===== config.mk =====
export PLATFORM = sky130hd
export DESIGN_NAME = act_sequencer
export DESIGN_NICKNAME = d
export VERILOG_FILES = /design/src/rtl/act_pkg.sv /design/src/rtl/relu_unit.sv /design/src/rtl/act_sequencer.sv
export SDC_FILE = /design/constraint.sdc
export NUM_CORES = 1
export LEC_CHECK = 0
export BUFFER_PORTS_ARGS = -buffer_cell sky130_fd_sc_hd__buf_2
export CORE_MARGIN = 10
export CORE_UTILIZATION = 25
export CTS_CLUSTER_DIAMETER = 100
export DETAILED_ROUTE_END_ITERATION = 12
export PLACE_DENSITY = 0.57
export RECOVER_POWER = 100
export SETUP_SLACK_MARGIN = 0.3
export SYNTH_ARGS = -nofsm -noshare
export SYNTH_HDL_FRONTEND = slang
export SYNTH_HIERARCHICAL = 1
export SYNTH_SLANG_ARGS = --single-unit

===== constraint.sdc =====
create_clock -name clk_i -period 1.7 [get_ports clk_i]
set_input_delay 0.085 -clock clk_i [delete_from_list [all_inputs] [get_ports clk_i]]
set_output_delay 0.085 -clock clk_i [all_outputs]
set_load 0.005 [all_outputs]

===== src/rtl/act_pkg.sv =====
// Shared constants for the activation stage: FSM encodings and datapath defaults
// common to the conv, pool and activation blocks.
package act_pkg;

  localparam int unsigned ActResult = 10;
  localparam int unsigned ActDepth  = 64;
  localparam int unsigned ActAddrW  = 6;

  localparam logic [2:0] StIdle = 3'd0;
  localparam logic [2:0] StRd   = 3'd1;
  localparam logic [2:0] StCap  = 3'd2;
  localparam logic [2:0] StWr   = 3'd3;
  localparam logic [2:0] StFin  = 3'd4;

endpackage


===== src/rtl/relu_unit.sv =====
// Combinational signed ReLU clamp: negative inputs become zero, others pass through.
module relu_unit
  import act_pkg::*;
#(
  parameter int unsigned RESULT = ActResult
) (
  input  logic signed [RESULT-1:0] data_i,
  output logic signed [RESULT-1:0] data_o
);

  always_comb begin
    data_o = data_i[RESULT-1] ? '0 : data_i;
  end

endmodule


===== src/rtl/act_sequencer.sv =====
// Walks the conv-result buffer, applies ReLU and writes the activation buffer, then pulses done.
// Optional negative-input counter (neg_cnt_o) is enabled by defining ACT_NEGCNT_EN.
module act_sequencer
  import act_pkg::*;
#(
  parameter int unsigned RESULT = ActResult,
  parameter int unsigned DEPTH  = ActDepth,
  parameter int unsigned ADDR_W = ActAddrW
) (
  input  logic                     clk_i,
  input  logic                     rst_i,
  input  logic                     start_i,
  output logic                     busy_o,
  output logic                     done_o,
  output logic                     rd_en_o,
  output logic [ADDR_W-1:0]        rd_addr_o,
  input  logic signed [RESULT-1:0] rd_data_i,
  output logic                     wr_en_o,
  output logic [ADDR_W-1:0]        wr_addr_o,
  output logic signed [RESULT-1:0] wr_data_o,
  input  logic                     wr_ready_i
`ifdef ACT_NEGCNT_EN
  ,
  output logic [ADDR_W:0]          neg_cnt_o
`endif
);

  localparam logic [ADDR_W-1:0] LastIdx = ADDR_W'(DEPTH - 1);

  logic [2:0]               state_q, state_d;
  logic [ADDR_W-1:0]        idx_q, idx_d;
  logic [ADDR_W-1:0]        wr_addr_q, wr_addr_d;
  logic signed [RESULT-1:0] wr_data_q, wr_data_d;
  logic signed [RESULT-1:0] relu_out;
`ifdef ACT_NEGCNT_EN
  logic [ADDR_W:0]          neg_cnt_q, neg_cnt_d;
`endif

  relu_unit #(
    .RESULT(RESULT)
  ) u_relu (
    .data_i(rd_data_i),
    .data_o(relu_out)
  );

  always_comb begin
    state_d   = state_q;
    idx_d     = idx_q;
    wr_addr_d = wr_addr_q;
    wr_data_d = wr_data_q;
`ifdef ACT_NEGCNT_EN
    neg_cnt_d = neg_cnt_q;
`endif
    unique case (state_q)
      StIdle: begin
        if (start_i) begin
          state_d = StRd;
          idx_d   = '0;
`ifdef ACT_NEGCNT_EN
          neg_cnt_d = '0;
`endif
        end
      end
      StRd: state_d = StCap;
      StCap: begin
        // Source word is valid this cycle, one cycle after the read strobe.
        wr_data_d = relu_out;
        wr_addr_d = idx_q;
        state_d   = StWr;
`ifdef ACT_NEGCNT_EN
        if (rd_data_i[RESULT-1]) neg_cnt_d = neg_cnt_q + (ADDR_W + 1)'(1);
`endif
      end
      StWr: begin
        if (wr_ready_i) begin
          if (idx_q == LastIdx) begin
            state_d = StFin;
          end else begin
            idx_d   = idx_q + ADDR_W'(1);
            state_d = StRd;
          end
        end
      end
      StFin: state_d = StIdle;
      default: state_d = StIdle;
    endcase
  end

  always_ff @(posedge clk_i) begin
    if (rst_i) begin
      state_q   <= StIdle;
      idx_q     <= '0;
      wr_addr_q <= '0;
      wr_data_q <= '0;
`ifdef ACT_NEGCNT_EN
      neg_cnt_q <= '0;
`endif
    end else begin
      state_q   <= state_d;
      idx_q     <= idx_d;
      wr_addr_q <= wr_addr_d;
      wr_data_q <= wr_data_d;
`ifdef ACT_NEGCNT_EN
      neg_cnt_q <= neg_cnt_d;
`endif
    end
  end

  assign busy_o    = (state_q == StRd) || (state_q == StCap) || (state_q == StWr);
  assign done_o    = (state_q == StFin);
  assign rd_en_o   = (state_q == StRd);
  assign rd_addr_o = idx_q;
  assign wr_en_o   = (state_q == StWr);
  assign wr_addr_o = wr_addr_q;
  assign wr_data_o = wr_data_q;
`ifdef ACT_NEGCNT_EN
  assign neg_cnt_o = neg_cnt_q;
`endif

endmodule


==> impl_metrics.json <==
{
  "status": "complete, no violations",
  "rows": 24,
  "drtAntennaViolNets": 0,
  "clock_latency_ps": 270,
  "fp.dieH_um": 88.4,
  "synthSimpleGateAreaFrac": 0.327,
  "critPathArrivalTime_ps": 1340,
  "groute.usage.overall": 0.0797,
  "drt_iter0_drc": 37,
  "power_density_nw_per_um2": 779,
  "final_max_slew_viol_count": 0,
  "internal_power_uw": 823,
  "yosysTopAreaCellShare": 0.428,
  "syn-instance-count": 143,
  "relSlewSlack": 0.635,
  "hold_depth": 3,
  "min_period_over_period": 0.838,
  "synth_fa_ha_area_frac": 0.0107,
  "ys_seq_elements": 25,
  "die_area_um2": 7810,
  "crit_buf_inv": 2,
  "yosys-top-cells-area": "dfxtp_1 (43%), nand2_1 (11%), a21oi_1 (8.1%)",
  "worstPathRequired_ps": 1620,
  "tritoncts": "done",
  "io_buffers": 39,
  "cts.root.buffer_cell": "clkbuf_8",
  "numCtsBuffers": 3,
  "antenna_found_initial": 0,
  "crit_type": "reg2out",
  "crit_fanout": 7,
  "cts_max_level": 1,
  "p_leak_uw": 0.000543,
  "final_common_cell": "nand2_1",
  "grt_pass1_wl_mm": 5.03,
  "via_per_inst": 4.68,
  "path_depth": 3,
  "wl_per_cell_um": 14.0,
  "die_w_um": 88.4,
  "syn-num-nets": 158,
  "wl_met3_um": 325,
  "end_kind": "primary output",
  "num_vias": 1077,
  "cts.sinks": 25,
  "routed_wl_mm": 3.22,
  "grt_max_degree": 27,
  "synth_top_family_by_area": "simple AND/OR/NAND/NOR gates",
  "fillCellCount": 502,
  "drc": 0,
  "dr.max_layer_used": "met4",
  "swShare": 0.262,
  "io_pins": 40,
  "worst_pin_slew_ps": 546,
  "crit_chain": "and3b_1 -> clkbuf_2 -> buf_2",
  "place_congestion": 0.772,
  "wl_met1_mm": 1.36,
  "yosys.area.top_type": "dfxtp_1",
  "cap_violations": 0,
  "muxShareOfSynthArea": 0.00964,
  "post-route-util": 0.322,
  "rsz0062_at_grt": "false",
  "critPathMaxStageDelay_ps": 440,
  "cp_slowest_cell": "dfxtp_1",
  "min_period_ps": 1420,
  "dp_hpwl_mm": 2.26,
  "power_switching_uw": 292,
  "cts_buffer_depth": 2,
  "synthXorXnorAreaFrac": 0,
  "netlist_area_um2": 1170,
  "hold_path_class": "in2reg",
  "fmax_mhz": 702,
  "path_clk_slew_ps": 90,
  "ys.warnings.count": 6,
  "hold_viol": 0,
  "crit_path_start_kind": "flip-flop",
  "area_delta_synth_final_pct": 22.5,
  "nets": 194,
  "grt_pass1_vias": 1097,
  "antennaDiodeCount": 0,
  "setup_viol": 0,
  "ys_types": 39,
  "cp_top_family": "flip-flops",
  "drive_gt1_frac": 0.253,
  "power_frac_clock": 0.315,
  "final_cell_mix": "nand2_1 (34), buf_2 (25), dfxtp_1 (23), a21oi_1 (20), clkbuf_1 (14)",
  "wl_met2_mm": 1.52,
  "core_um2": 4440,
  "p_seq_frac": 0.551,
  "setup_tns_ps": 0,
  "syn_area_per_cell_um2": 8.17,
  "reg2reg_depth": 4,
  "ctsHoldBuffers": 0,
  "grt-ovfl-total": 0,
  "synth_seq_area_share": 0.428,
  "synth-compound-area-share": 0.160,
  "start_util": 0.263,
  "vdd_drop_max_v": 0.000446,
  "combPwrFrac": 0.133,
  "first_pass_iters": 5,
  "skew_ps": 1.85
}
kinds of logic (layout without fill, tap and decap cells):
family                     Yosys count  count (layout)
AOI/OAI and AO/OA                   30              30
adders and majority gates            1               1
buffers and inverters               12              47
DFF                                 25              25
muxes                                1               1
other                                1               1
and+or+nand+nor                     73              73
metrics by stage:
step	hold WS [ps]	instances	total power (uW)	area (um^2)	worst slack (ps)
2_1_floorplan	220	143	732	1170	377
3_3_place_gp	420	224	777	1370	232
3_5_place_dp	419	224	778	1370	209
4_1_cts	120	228	1140	1430	301
5_1_grt	151	230	1190	1430	155
6_report	139	230	1110	1430	275
tightest hold or removal path: stages:
cell     delay [ps]
buf_2           150
nand2_2          90
nor3_1           40
routing by layer:
| metal | vias up | GRT usage |
|---|---|---|
| met3 | 2 | 0.0377 |
| li1 | 560 | - |
| met4 | 0 | 0.0191 |
| met5 | - | 0 |
| met2 | 33 | 0.135 |
| met1 | 482 | 0.0883 |
power groups by stage:
stage	clock network, uW	logic, uW	registers (uW)
6_report	351	149	615
5_1_grt	398	173	617
4_1_cts	375	150	617
3_5_place_dp	0	149	629
3_3_place_gp	0	149	629
2_1_floorplan	0	108	624
sequential cells by signal, summed over array words and instances, names as in the netlist:
name,cells
wr_addr_o,6
wr_data_o,10
state_q,3
rd_addr_o,6
cells in the mapped netlist (all sizes together):
library cell  instances
nor2b                10
conb                  1
o31ai                 1
a21oi                20
nor4                  1
nor3b                 2
nand3b                1
ha                    1
a32o                  1
mux2                  1
and2                  2
a32oi                 1
a22o                  1
a2bb2oi               1
a41oi                 2
buf                   8
and3b                 1
nor2                  6
clkbuf                3
nand3                 3
and3                  2
a211oi                1
nand4                 4
inv                   1
dfxtp                25
nand2b                1
nor3                  5
a31oi                 2
nand2                35
worst paths after layout:
| kind | startpoint | endpoint | slack (ps) |
|---|---|---|---|
| worst max-delay path | state_q[0] | wr_en_o | 280 |
| worst max register to register | state_q[0] | rd_addr_o[0] | 280 |
| worst min register to register | wr_data_o[9] | wr_data_o[9] | 460 |
| worst min-delay path | wr_ready_i | state_q[2] | 140 |
cell type report:
cell class / count / area [um^2] / area share
Clock buffer: 3 / 41.3 / 0.0288
Inverter: 1 / 3.75 / 0.00262
Sequential cell: 25 / 508 / 0.355
Clock inverter: 1 / 5.00 / 0.00350
Tap cell: 52 / 65.1 / 0.0455
Timing Repair Buffer: 42 / 198 / 0.138
Multi-Input combinational cell: 106 / 611 / 0.427
timing repair:
item | CTS | global route
pin swaps | 0 | 2
setup buffers | 0 | 2
gates resized for setup | 6 | 11
setup endpoints to repair | 5 | 23
Note: power is estimated with default switching activity, not from simulation.
